### config.mk
export PLATFORM = sky130hd
export DESIGN_NAME = oam_dma_arbiter
export DESIGN_NICKNAME = d
export VERILOG_FILES = /design/src/rtl/oam_dma_arbiter.sv
export SDC_FILE = /design/constraint.sdc
export NUM_CORES = 1
export LEC_CHECK = 0
export ABC_AREA = 1
export CAP_MARGIN = 10
export CORE_UTILIZATION = 24
export CTS_BUF_LIST = sky130_fd_sc_hd__clkbuf_4
export CTS_CLUSTER_SIZE = 28
export DETAILED_ROUTE_END_ITERATION = 8
export GPL_ROUTABILITY_DRIVEN = 0
export MAX_ROUTING_LAYER = met4
export PLACE_DENSITY = 0.54
export SLEW_MARGIN = 0
export SYNTH_ARGS = -nofsm -noshare
export SYNTH_HDL_FRONTEND = slang
export SYNTH_SLANG_ARGS = --single-unit
### constraint.sdc
create_clock -name i_Clk -period 2.05 [get_ports i_Clk]
set_clock_uncertainty 0.05 [all_clocks]
set_input_delay 0.615 -clock i_Clk [delete_from_list [all_inputs] [get_ports i_Clk]]
set_output_delay 0.615 -clock i_Clk [all_outputs]
set_load 0.05 [all_outputs]
### src/rtl/oam_dma_arbiter.sv
// oam_dma_arbiter
//
// Arbitrates the external memory bus between the CPU core and the OAM DMA
// engine. A CPU write to the DMA register starts a block copy of DMA_LENGTH
// bytes from {src_hi, 8'h00} to DMA_DEST. While the copy runs the engine owns
// the memory bus. During that time the CPU can still reach HRAM and the DMA
// register. Other CPU reads return 8'hFF and other CPU writes are dropped.
//
// Ports
//   i_Clk, i_Reset_n     clock, asynchronous active-low reset
//   i_Enable             clock enable; state advances only on enabled edges
//   i_Cpu_*              CPU side: address, write data, write/read strobes
//   o_Cpu_Data           read data returned to the CPU
//   o_Mem_*, i_Mem_Data  system memory port (read data valid same cycle)
//   o_Hram_*, i_Hram_Data  HRAM port (index = address - HRAM_BASE)
//   o_Dma_Active         high while the DMA engine owns the memory bus
//
// Transfer timing: START (1 enabled cycle), then READ/WRITE pairs, one pair
// per byte, for a total of 1 + 2*DMA_LENGTH enabled cycles.

module oam_dma_arbiter #(
   parameter int unsigned DMA_LENGTH   = 160,
   parameter logic [15:0] DMA_DEST     = 16'hFE00,
   parameter logic [15:0] DMA_REG_ADDR = 16'hFF46,
   parameter logic [15:0] HRAM_BASE    = 16'hFF80,
   parameter logic [15:0] HRAM_TOP     = 16'hFFFE
) (
   input  logic        i_Clk,
   input  logic        i_Reset_n,
   input  logic        i_Enable,
   input  logic [15:0] i_Cpu_Address,
   input  logic [7:0]  i_Cpu_Data,
   input  logic        i_Cpu_Bus_Out,
   input  logic        i_Cpu_Bus_In,
   output logic [7:0]  o_Cpu_Data,
   output logic [15:0] o_Mem_Address,
   output logic [7:0]  o_Mem_Data,
   output logic        o_Mem_Read,
   output logic        o_Mem_Write,
   input  logic [7:0]  i_Mem_Data,
   output logic [6:0]  o_Hram_Address,
   output logic [7:0]  o_Hram_Data,
   output logic        o_Hram_Write,
   input  logic [7:0]  i_Hram_Data,
   output logic        o_Dma_Active
);

   typedef enum logic [1:0] {
      ST_IDLE  = 2'd0,
      ST_START = 2'd1,
      ST_READ  = 2'd2,
      ST_WRITE = 2'd3
   } state_t;

   localparam logic [7:0] LAST_INDEX = 8'(DMA_LENGTH - 1);

   state_t     state_q, state_d;
   logic [7:0] index_q, index_d;
   logic [7:0] dma_reg_q, dma_reg_d;
   logic [7:0] latch_q, latch_d;

   logic       cpu_is_hram;
   logic       cpu_is_reg;
   logic       cpu_is_other;
   logic       reg_write;
   logic       dma_busy;
   logic [7:0] src_hi;

   // ------------------------------------------------------------------
   // Address decode and source mapping
   // ------------------------------------------------------------------
   always_comb begin : decode
      cpu_is_hram  = (i_Cpu_Address >= HRAM_BASE) && (i_Cpu_Address <= HRAM_TOP);
      cpu_is_reg   = (i_Cpu_Address == DMA_REG_ADDR);
      cpu_is_other = !cpu_is_hram && !cpu_is_reg;
      reg_write    = cpu_is_reg && i_Cpu_Bus_Out;
      dma_busy     = (state_q == ST_READ) || (state_q == ST_WRITE);
      // Sources 0xE0..0xFF are echo RAM; fold them onto 0xC0..0xDF.
      if (dma_reg_q >= 8'hE0) begin
         src_hi = dma_reg_q - 8'h20;
      end else begin
         src_hi = dma_reg_q;
      end
   end

   // ------------------------------------------------------------------
   // State register
   // ------------------------------------------------------------------
   always_ff @(posedge i_Clk or negedge i_Reset_n) begin
      if (!i_Reset_n) begin
         state_q   <= ST_IDLE;
         index_q   <= 8'h00;
         dma_reg_q <= 8'hFF;
         latch_q   <= 8'h00;
      end else begin
         state_q   <= state_d;
         index_q   <= index_d;
         dma_reg_q <= dma_reg_d;
         latch_q   <= latch_d;
      end
   end

   // ------------------------------------------------------------------
   // Next state. A register write restarts from any state and takes
   // priority over the end-of-transfer return to IDLE.
   // ------------------------------------------------------------------
   always_comb begin : next_state
      state_d   = state_q;
      index_d   = index_q;
      dma_reg_d = dma_reg_q;
      latch_d   = latch_q;
      if (i_Enable) begin
         if (reg_write) begin
            dma_reg_d = i_Cpu_Data;
            index_d   = 8'h00;
            state_d   = ST_START;
         end else begin
            case (state_q)
               ST_IDLE: begin
                  state_d = ST_IDLE;
               end
               ST_START: begin
                  state_d = ST_READ;
               end
               ST_READ: begin
                  latch_d = i_Mem_Data;
                  state_d = ST_WRITE;
               end
               ST_WRITE: begin
                  if (index_q == LAST_INDEX) begin
                     state_d = ST_IDLE;
                  end else begin
                     index_d = index_q + 8'h01;
                     state_d = ST_READ;
                  end
               end
               default: begin
                  state_d = ST_IDLE;
               end
            endcase
         end
      end
   end

   // ------------------------------------------------------------------
   // Bus routing
   // ------------------------------------------------------------------
   always_comb begin : routing
      o_Cpu_Data     = 8'hFF;
      o_Mem_Address  = 16'h0000;
      o_Mem_Data     = 8'h00;
      o_Mem_Read     = 1'b0;
      o_Mem_Write    = 1'b0;
      o_Hram_Address = i_Cpu_Address[6:0] - HRAM_BASE[6:0];
      o_Hram_Data    = i_Cpu_Data;
      o_Hram_Write   = cpu_is_hram && i_Cpu_Bus_Out;
      o_Dma_Active   = dma_busy;

      // CPU read data: HRAM and the DMA register are always reachable;
      // memory reads are only visible while the CPU owns the bus.
      if (cpu_is_hram) begin
         o_Cpu_Data = i_Hram_Data;
      end else if (cpu_is_reg) begin
         o_Cpu_Data = dma_reg_q;
      end else if (!dma_busy) begin
         o_Cpu_Data = i_Mem_Data;
      end

      case (state_q)
         ST_READ: begin
            o_Mem_Address = {src_hi, index_q};
            o_Mem_Read    = i_Enable;
         end
         ST_WRITE: begin
            o_Mem_Address = DMA_DEST + {8'h00, index_q};
            o_Mem_Data    = latch_q;
            o_Mem_Write   = i_Enable;
         end
         default: begin
            if (cpu_is_other) begin
               o_Mem_Address = i_Cpu_Address;
               o_Mem_Data    = i_Cpu_Data;
               o_Mem_Read    = i_Cpu_Bus_In;
               o_Mem_Write   = i_Cpu_Bus_Out;
            end
         end
      endcase
   end

endmodule

==> results of run 1 <==
[per-layer routing]
layer / global-route usage [%] / vias to the layer above
met4: 4.52 / 0
met3: 2.18 / 8
met5: - / -
met1: 21.9 / 1268
met2: 32.2 / 84
li1: - / 1374
[per-stage QoR]
step / hold WS (ns) / power, mW / setup slack [ns] / instances / area, um2
global placement: 0.426 / 2.13 / -0.900 / 603 / 4560
global route: 0.473 / 2.64 / -0.393 / 618 / 4980
finish: 0.454 / 2.52 / -0.326 / 618 / 4980
detailed placement: 0.432 / 2.14 / -0.891 / 603 / 4560
CTS: 0.453 / 2.52 / -0.420 / 615 / 4800
floorplan: 0.269 / 1.41 / -0.188 / 357 / 2730
[state kept, by name (all words and copies together) (netlist names)]
name,flops
dma_reg_q,8
index_q,8
latch_q,8
state_q,2
[worst paths after layout]
kind / start / endpoint / cells past startpoint
setup / recovery: i_Cpu_Address[14] / o_Cpu_Data[6] / 11
hold / removal: dma_reg_q[4] / dma_reg_q[4] / 2
setup reg to reg: state_q[1] / latch_q[5] / 9
hold reg to reg: dma_reg_q[4] / dma_reg_q[4] / 2
max in group asynchronous: i_Reset_n / dma_reg_q[7] / 2
min in group asynchronous: i_Reset_n / latch_q[0] / 2
[worst max-delay path, stage by stage]
cell and delay (ns):
buf_6 0.08, nand2_4 0.05, nor2_4 0.11, nand2_4 0.07, nor2_4 0.12, nand2_4 0.09, buf_12 0.14, clkbuf_16 0.15
nand2_2 0.09, nand2_4 0.05, buf_12 0.14
[cell families (layout without fill, tap and decap cells)]
family / count (synthesis) / count (layout) / synth area share [%]
buffers and inverters: 73 / 204 / 16.1
and+or+nand+nor: 202 / 203 / 40.0
xor gates and xnor gates: 3 / 3 / 1.15
DFF: 26 / 26 / 28.9
AOI/OAI and AO/OA: 51 / 51 / 12.8
adders and majority gates: 2 / 2 / 1.09
[power by group through the flow]
stage	Sequential, mW	Combinational, mW	Clock (mW)
detailed placement	0.674	1.47	0
global route	0.679	1.57	0.390
global placement	0.673	1.45	0
floorplan	0.654	0.760	0
finish	0.667	1.49	0.362
CTS	0.666	1.48	0.372
[cell usage after synthesis (all sizes together) (3+ instances only)]
cell and instances:
nand2 154, o21ai 45, inv 42, buf 24, nor2 19, dfrtp 18
nand3 16, nand4 12, dfstp 8, clkbuf 5, xor2 3
[placed cells by master (no fill, tap or decap), types with 2 or more instances in the layout]
master / count
o21ai_1: 8
nor2_4: 10
nor2_2: 4
nor2_1: 5
inv_1: 30
dfrtp_1: 18
nand2_1: 98
nand2_8: 2
o21ai_2: 9
a21oi_1: 2
dfstp_2: 8
o21ai_4: 21
buf_8: 5
buf_2: 2
clkinv_1: 2
nand4_1: 12
buf_6: 14
nand2_4: 22
nand3_1: 14
buf_12: 59
clkbuf_4: 3
dlymetal6s2s_1: 3
clkdlybuf4s50_1: 24
buf_4: 47
nand2_2: 32
xor2_1: 3
nand3_4: 2
o21ai_0: 7
inv_2: 10
[what timing repair did]
item / 4_1_cts / 5_1_grt
setup buffers: 6 / 4
hold buffers: 0 / 0
pin swaps: 24 / 31
endpoints found under the hold margin: 0 / 0
gates resized for setup: 118 / 44
setup endpoints to repair: 58 / 39
cloned: 2 / 1
[cell type report]
cell class,count,area share (%)
clock inverter,1,0.603
sequential,26,13.3
timing repair buffer,156,42.0
tap,129,3.24
multi-input combinational,259,36.9
clock buffer,3,0.453
inverter,44,3.52
==> flow_summary.toml, run 1 <==
[logic_synthesis]
seq_area_frac_synth_pct = 28.9
synth_edf_count = 0
synthTopCellsByArea = "nand2_1 24%, dfrtp_1 20%, dfstp_2 9.2%"
synth-seq-cells = 26
async_flop_share_pct = 100
synth_warnings = 0
syn_area_mm2 = 0.00229
yosysTopAreaCell = "nand2_1"
synth_area_per_cell_um2 = 6.40
syn_inst = 357
synthDistinctLibCells = 29
syn_nets = 404
synth_flop_cell = "dfrtp_1"
synth.top_cell.area_share_pct = 23.6

[clocking]
path_clk_slew_ns = 0.15
h-tree-depth = 1
root_buffer = "clkbuf_4"
numCtsBuffers = 3
cts_tree = "built"
insertion_delay_ns = 0.32
clock_sinks = 26
max-clock-path-buffers = 2

[sta]
finalMaxSlewViolations = 0
setup_slack_ns = -0.326
setup_viol = 35
timing.fmax_mhz = 421
slew_headroom_pct = 71.2
period_minus_slack_ns = 2.38
rsz0062_at_grt = "true"
hold_viol_final = 0
period_share_pct = 116
final.setup.tns_ns = -10.21
worst_pin_slew_ns = 0.427

[cells_and_area]
layout-drive-gt1-share_pct = 52.8
multi_input_area_mm2 = 0.00184
final_util_pct = 53.9
nets = 537
fillCellCount = 856
n_antenna_cell = 0
area.sequential_um2 = 661
syn2layout_area_growth_pct = 118

[drt]
dr_wl_met3_um = 375
ant_nets = 0
viasPerCell = 4.42
dr_total_vias = 2734
wl_met2_um = 4330
wl_per_cell_um = 13.7
drc_errors = 0
dr.pass1.iters = 4
drtIter0Drc = 67
routed_wl_um = 8450
wl_met1_um = 3630
top_layer = "met4"

[power]
ir_drop_mv = 0.374
power.internal_mw = 1.49
p_sw_share_pct = 40.6
p_leak_nw = 2.29
comb_power_share_pct = 59.1
power.switching_mw = 1.02
power_density_mw_per_mm2 = 506
p_clk_share_pct = 14.4
pwr-share-seq_pct = 26.5

[die]
die_w_um = 99.6
rows = 35
start_util_pct = 24.7
die_area_mm2 = 0.00992
die_y_um = 99.6
core_mm2 = 0.00924
io-pin-count = 96

[global_route]
grt_pass1_vias = 2899
track_usage_pct = 18.2
grt_pass1_wl_um = 14000
antenna_found_initial = 0
grt_overflow = 0
grt_max_degree = 37

[worst_setup_path]
startpoint_type = "input pin"
end_kind = "primary output"
arrival_ns = 1.71
crit_type = "input pin to primary output"
crit_required_ns = 1.38
ff2ff_setup_slack_ns = 0.43
crit_fanout = 7

[run_status]
run_status = "complete, but fails checks"
violations = "setup timing"

[place]
post-dp-hpwl_um = 6540
io_buffers = 95

[job]
cap_violations = 0

[min_path]
hold_path.class = "flip-flop to flip-flop"
Power figures use the tool's default switching activity.
==> inputs of run 2 (changes only) <==
--- a/config.mk
+++ b/config.mk
@@ -7,6 +7,7 @@
 export LEC_CHECK = 0
 export ABC_AREA = 1
 export CAP_MARGIN = 10
+export CORE_ASPECT_RATIO = 1.75
 export CORE_UTILIZATION = 24
 export CTS_BUF_LIST = sky130_fd_sc_hd__clkbuf_4
 export CTS_CLUSTER_SIZE = 28
==> flow_summary.toml, run 2 (synthesized netlist as in run 1, its figures left out) <==
[run_status]
run_status = "complete, but fails checks"
violations = "setup timing"

[worst_setup_path]
cp_cell_sequence = "buf_8 -> buf_6 -> nor2_4 -> nand2_2 -> nor2_4 -> nand2_4 -> buf_12 -> nand2_2 -> nand2_2 -> nand2_2 -> nand2_4 -> buf_12"
crit_type = "input pin to primary output"
crit_required_ns = 1.38
crit_slowest_cell = "buf_12"
end_kind = "primary output"
ff2ff_setup_slack_ns = 0.35
reg2reg_to = "index_q[1]"
worstSetupStartpoint = "i_Cpu_Address[5]"
path_buf_inv = 4
reg2regPathDepth = 8
startpoint_type = "input pin"
critical_path_depth = 12
max_stage_delay_ns = 0.17
regToRegStartpoint = "index_q[0]"
crit_fanout = 7
critPathMostFrequentCell = "nand2_2"
critPathCapture = "o_Cpu_Data[6]"
arrival_ns = 1.80
crit_family = "simple AND/OR/NAND/NOR gates"

[drt]
drtIter0Drc = 141
ant_nets = 0
viasPerCell = 4.59
routed_wl_um = 8750
dr.pass1.iters = 4
drc_errors = 0
wl_per_cell_um = 14.5
dr_total_vias = 2765

[clocking]
numCtsBuffers = 3
clock_sinks = 26
path_clk_slew_ns = 0.15
cts_tree = "built"
hold_buffers = 0
max-clock-path-buffers = 2
root_buffer = "clkbuf_4"
h-tree-depth = 1
insertion_delay_ns = 0.33

[die]
start_util_pct = 25.0
die_area_mm2 = 0.00993
io-pin-count = 96
core_mm2 = 0.00915
die_y_um = 131
die_w_um = 75.8
rows = 46

[global_route]
grt_max_degree = 27
track_usage_pct = 19.4
antenna_found_initial = 0
grt_pass1_vias = 2892
grt_pass1_wl_um = 14300
grt_overflow = 0

[sta]
timing.fmax_mhz = 405
setup_slack_ns = -0.417
rsz0062_at_grt = "true"
slew_headroom_pct = 74.1
hold_viol_final = 0
worst_pin_slew_ns = 0.386
period_minus_slack_ns = 2.47
period_share_pct = 120
setup_viol = 35
finalMaxSlewViolations = 0

[cells_and_area]
layout-drive-gt1-share_pct = 52.6
reg_top3 = "dma_reg_q (8), index_q (8), latch_q (8)"
final_common_cell = "nand2_1"
n_antenna_cell = 0
final_cell_area_mm2 = 0.00501
nets = 531
syn2layout_area_growth_pct = 119
most-common-layout-cells = "92 x nand2_1, 60 x buf_12, 40 x buf_4"
final_util_pct = 54.7

[place]
post-dp-hpwl_um = 7060
io_buffers = 95
place_area_mm2 = 0.00454

[min_path]
hold_path.class = "flip-flop to flip-flop"

[power]
p_leak_nw = 2.28
power_density_mw_per_mm2 = 501
ir_drop_mv = 0.378

[job]
cap_violations = 0
## run 2: timing repair
action | CTS | global route
pin swaps | 47 | 18
setup endpoints to repair | 41 | 38
resized for setup | 155 | 25
gates cloned | 3 | 0
setup buffers | 6 | 1
## run 2: how the worst min path moves through the flow
stage            startpoint           end  cells after the start
3_5_place_dp     latch_q[2]    latch_q[2]                      2
5_1_grt        dma_reg_q[2]  dma_reg_q[2]                      2
3_3_place_gp     latch_q[0]    latch_q[0]                      2
2_1_floorplan     i_Reset_n    index_q[0]                      0
6_report       dma_reg_q[1]  dma_reg_q[1]                      2
4_1_cts        dma_reg_q[2]  dma_reg_q[2]                      2
## run 2: worst min-delay path: stages (launching register included)
cell	delay, ns
dfstp_2	0.40
nand2_1	0.07
o21ai_2	0.05
## run 2: report_power, final
part | total (mW) | switching [mW] | internal, mW
clock | 0.364 | 0.166 | 0.198
sequential | 0.668 | 0.0801 | 0.588
combinational | 1.48 | 0.783 | 0.694
total | 2.51 | 1.03 | 1.48
## run 2: per-layer routing
layer / track usage (%) / up-vias / wire [um]
met3: 1.76 / 12 / 277
met4: 5.04 / 0 / 189
met1: 19.2 / 1314 / 2900
met2: 37.8 / 81 / 5390
li1: - / 1358 / -
met5: - / - / 0
## run 2: cell type report
cell class / count / area (um2)
Timing Repair Buffer: 150 / 2060
Sequential cell: 26 / 661
Inverter: 44 / 188
Tap cell: 120 / 150
Clock inverter: 1 / 30.0
Fill cell: 825 / 4150
Multi-Input combinational cell: 259 / 1900
Clock buffer: 3 / 22.5
## run 2: through the flow
stage	hold WS, ns	worst slack, ns	setup TNS (ns)	instances	total power, mW
final	0.456	-0.417	-13.02	603	2.51
after global routing	0.479	-0.472	-15.06	603	2.63
after CTS	0.455	-0.395	-12.46	603	2.52
after detailed placement	0.434	-0.928	-39.97	590	2.13
after global placement	0.424	-0.923	-38.49	590	2.12
after floorplan	0.269	-0.188	-4.80	357	1.41
==> inputs of run 3 (changes only) <==
--- a/config.mk
+++ b/config.mk
@@ -15,7 +15,6 @@
 export GPL_ROUTABILITY_DRIVEN = 0
 export MAX_ROUTING_LAYER = met4
 export PLACE_DENSITY = 0.54
-export SLEW_MARGIN = 0
 export SYNTH_ARGS = -nofsm -noshare
 export SYNTH_HDL_FRONTEND = slang
 export SYNTH_SLANG_ARGS = --single-unit
==> results of run 3 <==
The final DEF is identical to that of run 2; final timing and power are the same.
